File: src/rtl/seq_pkg.sv
// Shared defaults and the fill-counter width helper for the serial pattern detector.
package seq_pkg;

  localparam int         PAT_LEN_DEF = 4;
  localparam logic [3:0] PAT_DEF     = 4'b0110;
  localparam int         CNT_W_DEF   = 8;

  // Bits needed to hold 0..pat_len, i.e. clog2(pat_len+1).
  function automatic int fill_width(input int pat_len);
    int w;
    w = 0;
    for (int v = pat_len; v > 0; v = v >> 1) begin
      w = w + 1;
    end
    return w;
  endfunction

endpackage

File: src/rtl/seq_sat_cnt.sv
// Saturating up-counter with synchronous clear; clear wins over increment.
module seq_sat_cnt #(
  parameter int W = 8
) (
  input  logic         clk,
  input  logic         rst_n,
  input  logic         clr,
  input  logic         inc,
  output logic [W-1:0] q
);

  always_ff @(posedge clk or negedge rst_n) begin
    if (!rst_n) begin
      q <= '0;
    end else if (clr) begin
      q <= '0;
    end else if (inc && (q != {W{1'b1}})) begin
      q <= q + 1'b1;
    end
  end

endmodule

File: src/rtl/seq_detect_param.sv
// Serial pattern detector with loadable pattern, optional overlap and a saturating match count.
module seq_detect_param
  import seq_pkg::*;
#(
  parameter int                 PAT_LEN  = PAT_LEN_DEF,
  parameter logic [PAT_LEN-1:0] PAT_INIT = PAT_LEN'(PAT_DEF),
  parameter int                 OVERLAP  = 1,
  parameter int                 CNT_W    = CNT_W_DEF
) (
  input  logic               clk,
  input  logic               rst_n,
  input  logic               en,
  input  logic               i,
  input  logic               pat_load,
  input  logic [PAT_LEN-1:0] pat_in,
  input  logic               cnt_clr,
  output logic               out,
  output logic [CNT_W-1:0]   match_cnt
);

  localparam int            FW   = fill_width(PAT_LEN);
  localparam logic [FW-1:0] FULL = FW'(PAT_LEN);

  logic [PAT_LEN-1:0] pat;
  logic [PAT_LEN-1:0] hist;
  logic [PAT_LEN-1:0] hist_next;
  logic [FW-1:0]      fill;
  logic [FW-1:0]      fill_inc;
  logic [FW-1:0]      fill_next;
  logic               match;

  // A match is judged on the post-shift history so the pulse lands on the completing edge.
  always_comb begin
    hist_next = (hist << 1) | {{(PAT_LEN-1){1'b0}}, i};
    fill_inc  = (fill == FULL) ? FULL : fill + 1'b1;
    match     = en && !pat_load && (hist_next == pat) && (fill_inc == FULL);
    fill_next = fill_inc;
    if (match && (OVERLAP == 0)) begin
      fill_next = '0;
    end
  end

  always_ff @(posedge clk or negedge rst_n) begin
    if (!rst_n) begin
      pat  <= PAT_INIT;
      hist <= '0;
      fill <= '0;
      out  <= 1'b0;
    end else if (pat_load) begin
      pat  <= pat_in;
      fill <= '0;
      out  <= 1'b0;
    end else if (en) begin
      hist <= hist_next;
      fill <= fill_next;
      out  <= match;
    end else begin
      out  <= 1'b0;
    end
  end

  seq_sat_cnt #(
    .W(CNT_W)
  ) u_cnt (
    .clk  (clk),
    .rst_n(rst_n),
    .clr  (cnt_clr),
    .inc  (match),
    .q    (match_cnt)
  );

endmodule

File: config.mk
export PLATFORM = sky130hd
export DESIGN_NAME = seq_detect_param
export DESIGN_NICKNAME = d
export VERILOG_FILES = /design/src/rtl/seq_pkg.sv /design/src/rtl/seq_sat_cnt.sv /design/src/rtl/seq_detect_param.sv
export SDC_FILE = /design/constraint.sdc
export NUM_CORES = 1
export LEC_CHECK = 0
export CAP_MARGIN = 20
export CORE_MARGIN = 4
export CORE_UTILIZATION = 30
export DETAILED_ROUTE_END_ITERATION = 7
export SLEW_MARGIN = 25
export SYNTH_ARGS = -nofsm -noshare
export SYNTH_HDL_FRONTEND = slang
export SYNTH_SLANG_ARGS = --single-unit
File: constraint.sdc
create_clock -name clk -period 2.8 [get_ports clk]
set_input_delay 0.7 -clock clk [delete_from_list [all_inputs] [get_ports clk]]
set_output_delay 0.7 -clock clk [all_outputs]
set_load 0.005 [all_outputs]
======== Word-level counts from Yosys, hierarchy flattened ========
Index checks and enable logic that the tools add are counted.
Widths: inputs -> output; s select.
word-level totals
  flip-flop bits (word level) ............. 19
  bits in latches ......................... 0
  RAM bits ................................ 0
  memory bits (read-only) ................. 0
  input port bits ......................... 10
  output and inout port bits .............. 9
  word-level logic and storage cells ...... 28
  memories ................................ 0
operators by class
  add/sub/neg operators ................... 2
  multiply operators ...................... 0
  div/mod/pow operators ................... 0
  order comparisons ....................... 0
  equal/unequal tests ..................... 4
  shift operators ......................... 0
  mux-type cells .......................... 7
  bitwise gates (word level) .............. 2
  reduce and logical (&&, ||, !) cells .... 8
operators by type and width
  cell                 count
  $mux 8               2
  $mux 3               3
  $add 8x1->8 const B  1
  $ne 8x8->1 const B   1
  $eq 3x3->1 const B   2
  $eq 4x4->1           1
  $logic_and 1x1->1    4
  $or 4x1->4           1
  $reduce_bool 2->1    2
  $add 3x1->3 const B  1
  $mux 1               2
  $reduce_and 2->1     1
  $logic_not 1->1      1
  $not 1->1            1

======== Depth between registers and ports, before layout ========
  depth after elaboration ................. 7
  depth in mapped cells ................... 8
  gate-level depth less buffers ........... 7

======== Cells and area by module ========
Synthesis repeated with hierarchy kept, for this count alone.
unflattened totals
  cells, all modules ...................... 91
  area, all modules ....................... 982.2 sq um
by module, submodules not included
  module            instances  cells each  area an instance (sq um)  sequential area each (sq um)
  seq_detect_param  1          42          518.0                     277.8
  seq_sat_cnt       1          49          464.2                     200.2

======== Least setup slack after synthesis ========
OpenSTA, ideal clock, no wires.
  path kind ............................... input -> register
  start point ............................. in pat_load
  end point ............................... reg u_cnt.q[3]
  setup time .............................. 0.078 ns
  arrival ................................. 1.872 ns
  required time ........................... 2.722 ns
  setup slack ............................. 0.850 ns
  stages on the path ...................... 7
  path buffers ............................ 2
  path through ............................ buf_6 -> nand2b_4 -> nor3_4 -> nand4_2 -> buf_6 -> or3_1 -> a21oi_1
between the ends
  longest elaborated chain between the ends .. 6
ends and longest elaborated chain
  what                            RTL line                text
  start: declaration              seq_detect_param.sv:14  input logic pat_load,
  $logic_not 1->1                 seq_detect_param.sv:36  match = en && !pat_load && (hist_next == pat) && (fill_inc == FULL);
  $logic_and 1x1->1 (3 in a row)  seq_detect_param.sv:36
  $logic_and 1x1->1               seq_sat_cnt.sv:17       end else if (inc && (q != {W{1'b1}})) begin
  $reduce_bool 2->1 (no line)     -
  end signal: assignment          seq_sat_cnt.sv:18       q <= q + 1'b1;
  end: declaration                seq_sat_cnt.sv:9        output logic [W-1:0] q
Every way passes these cells.
A chain may end at the register's enable or synchronous reset.

======== Final worst setup path ========
  start point ............................. in en
  end point ............................... reg u_cnt.q[2]
between the ends
  longest elaborated chain between the ends .. 5
ends and longest elaborated chain
  what                            RTL line                text
  start: declaration              seq_detect_param.sv:12  input logic en,
  $logic_and 1x1->1 (3 in a row)  seq_detect_param.sv:36
  $logic_and 1x1->1               seq_sat_cnt.sv:17
  $reduce_bool 2->1 (no line)     -
Every way passes these cells.

==> flow_summary.json <==
{
  "outcome": "completed",
  "drtIter0Drc": 20,
  "ctsResizeCount": 0,
  "timing.rr.start": "fill[0]$_DFFE_PN0P_",
  "setup_violations": 0,
  "wl_per_cell_um": 12.30,
  "dieArea_mm2": 0.004239,
  "cp-startpoint": "en",
  "hold_path_class": "reg2reg",
  "path_clk_slew_ns": 0.12,
  "cp_num_buf_inv": 1,
  "clkSinkCount": 19,
  "post-synth-top-count-cell": "dfrtp_1",
  "antenna_found_initial": 0,
  "syn_nets": 99,
  "cp.arrival_ns": 2.54,
  "worst_ep_required_time_ns": 3.04,
  "gp_congestion": 0.7885,
  "postSynthCellCount": 86,
  "min_from": "pat[0]$_DFFE_PN0P_",
  "synth_top_family_by_area": "simple AND/OR/NAND/NOR gates",
  "grt_max_degree": 20,
  "fillers": 293,
  "power_frac_comb_pct": 15.6,
  "path_delay_family": "simple AND/OR/NAND/NOR gates",
  "fmax_mhz": 434.2,
  "startpoint_type": "input pin",
  "synthTopCellsByArea": "dfrtp_1 43%, mux2_2 8.1%, dfstp_2 5.4%",
  "max_slew_margin_pct": 79.14,
  "start_util_pct": 31.79,
  "ys_top_cells_by_count": "17 x dfrtp_1, 7 x a21oi_1, 7 x mux2_2, 7 x nor2_1, 6 x o21ai_0",
  "worst_slew_pin_slew_ns": 0.3119,
  "p_leak_nw": 0.5078,
  "grt_pass1_vias": 689,
  "power.switching_w": 0.0001516,
  "end_kind": "flop",
  "fin_nets": 121,
  "core_mm2": 0.003078,
  "final.min_clock_period_ns": 2.303,
  "grt_remaining_overflow": 0,
  "synth.cell_area_um2": 978.4,
  "clock_latency_ns": 0.31,
  "p_seq_share_pct": 57.0,
  "syn_area_per_cell_um2": 11.38,
  "post-cts-setup-buffer-count": 0,
  "synth_top_area_cell": "dfrtp_1",
  "synth_cell_types": 26,
  "ys_seq_elements": 19,
  "wirelength_mm": 1.858,
  "synth_compound_area_share_pct": 6.650,
  "cts.path.max_buffers": 2,
  "synth.area.mux_share_pct": 11.13,
  "setup_tns_ns": 0,
  "critPathMaxFanout": 14,
  "power_density_mw_per_mm2": 443.6,
  "skew_ns": 0.007332,
  "yosysWarningCount": 0,
  "grt_pass1_wl_mm": 3.098,
  "numCtsBuffers": 3,
  "cts.hold.buffers_added": 0,
  "slew_viol_final": 0,
  "rows": 20,
  "ios": 19,
  "via_count": 697,
  "drc": 0,
  "ys_seq_area_share_pct": 48.85,
  "cts_root_buffer": "clkbuf_4",
  "fin_crit_sh_pct": 82.25,
  "cts_tree": "done",
  "cts.htree.levels": 1,
  "synthSimpleGateAreaFrac_pct": 21.23,
  "synthFlopType": "dfrtp_1",
  "max_cap_violations": 0,
  "drt_pass1_iterations": 4,
  "numPortBuffers": 18,
  "clkPwrFrac_pct": 27.4,
  "r2r_setup_slack_ns": 0.61,
  "netlist.area_leader.share_pct": 43.48,
  "drive_gt1_share_pct": 21.50,
  "die_h_um": 65.11,
  "synthXorXnorAreaFrac_pct": 4.476,
  "n_antenna_cell": 0,
  "synth_edf_count": 0,
  "slowest_stage": "clkdlybuf4s50_1",
  "synth_adder_area_share_pct": 3.836,
  "grt_usage_pct": 9.629,
  "via_per_inst": 4.616,
  "p_sw_share_pct": 27.79,
  "hold_viol_final": 0,
  "syn_to_final_growth_pct": 25.70,
  "cp_slowest_stage_delay_ns": 0.61,
  "critPathKind": "in2reg",
  "cp_cell_sequence": "clkdlybuf4s50_1 > nand2b_4 > nor3_4 > nand4_2 > or3_2 > a21oi_1",
  "p_int_w": 0.0003940,
  "die_w_um": 65.11,
  "ant_nets": 0,
  "peakVddDrop_mv": 0.2093,
  "post-dp-hpwl_mm": 1.426,
  "final_core_util_pct": 39.96,
  "grt_setup_unrepaired": "no",
  "async_flop_share_pct": 100.0
}
[final cells by class]
class | instances | area [um2] | area share (%)
sequential | 19 | 478.0 | 38.86
multi-input combinational | 61 | 462.9 | 37.64
timing repair buffer | 20 | 195.2 | 15.87
tap | 44 | 55.05 | 4.476
clock buffer | 3 | 22.52 | 1.831
inverter | 3 | 11.26 | 0.9156
clock inverter | 1 | 5.005 | 0.4069
[placed cells by master (no fill, tap or decap)]
cell type,n
a21oi_1,7
mux2_2,7
or3_1,5
mux2i_1,3
nor3b_1,1
nor4_4,1
inv_1,3
nand4_1,2
and3_2,1
and3b_1,1
nor3_4,1
o21ai_0,6
buf_4,2
clkinv_2,1
dfstp_2,2
nand4_2,1
nand3_1,2
nand2_1,3
ha_1,3
and4_1,1
nand2b_4,1
nor2_1,7
clkdlybuf4s50_1,18
xor2_1,5
or3_2,1
clkbuf_4,3
or2_2,2
dfrtp_1,17
[worst reg2reg max path, stage by stage (launching register included)]
cell     delay [ns]
dfrtp_1        0.43
inv_1          0.06
ha_1           0.35
nor4_4         0.34
nand4_2        0.31
or3_2          0.49
a21oi_1        0.14
[layer usage]
metal  GRT usage, %  wire [um]  vias up
met5              0          0        -
met3          2.051         24        4
met2          16.48        960        7
li1               -          -      343
met4          5.440         42        0
met1          11.12        831      343
[metrics by stage]
stage	setup slack, ns	hold WS (ns)	std cells	cell area [um2]	power (W)
4_1_cts	0.4903	0.5477	151	1230	0.0005466
3_3_place_gp	0.2202	0.5203	147	1202	0.0003990
3_5_place_dp	0.1694	0.5195	147	1202	0.0004024
5_1_grt	0.3813	0.5793	151	1230	0.0005698
6_report	0.4971	0.5461	151	1230	0.0005455
2_1_floorplan	0.8502	0.4044	86	978.4	0.0003693
[flip-flops by register name, indices dropped and copies added, names as in the netlist]
name,count
fill,3
pat,4
out,1
u_cnt.q,8
hist,3
[power groups by stage]
stage	Clock (W)	Sequential, W	Combinational (W)
3_3_place_gp	0	0.000315	0.0000840
6_report	0.000150	0.000311	0.0000851
5_1_grt	0.000163	0.000313	0.0000939
2_1_floorplan	0	0.000312	0.0000575
4_1_cts	0.000149	0.000311	0.0000866
3_5_place_dp	0	0.000316	0.0000862
[logic make-up after synthesis]
logic type,after synthesis
fa+ha+maj,3
buf+inv,6
flops,19
xor+xnor,5
simple gates,30
compound gates,13
mux,10
[path summary, 6_finish.rpt]
kind	end	depth (start not counted)
max	u_cnt.q[2]$_DFFE_PN0P_	6
min	pat[0]$_DFFE_PN0P_	1
max reg2reg	u_cnt.q[2]$_DFFE_PN0P_	6
min reg2reg	pat[0]$_DFFE_PN0P_	1
max in group asynchronous	pat[1]$_DFFE_PN1P_	2
min in group asynchronous	pat[3]$_DFFE_PN0P_	2
Note: power is estimated with default switching activity, not from simulation.
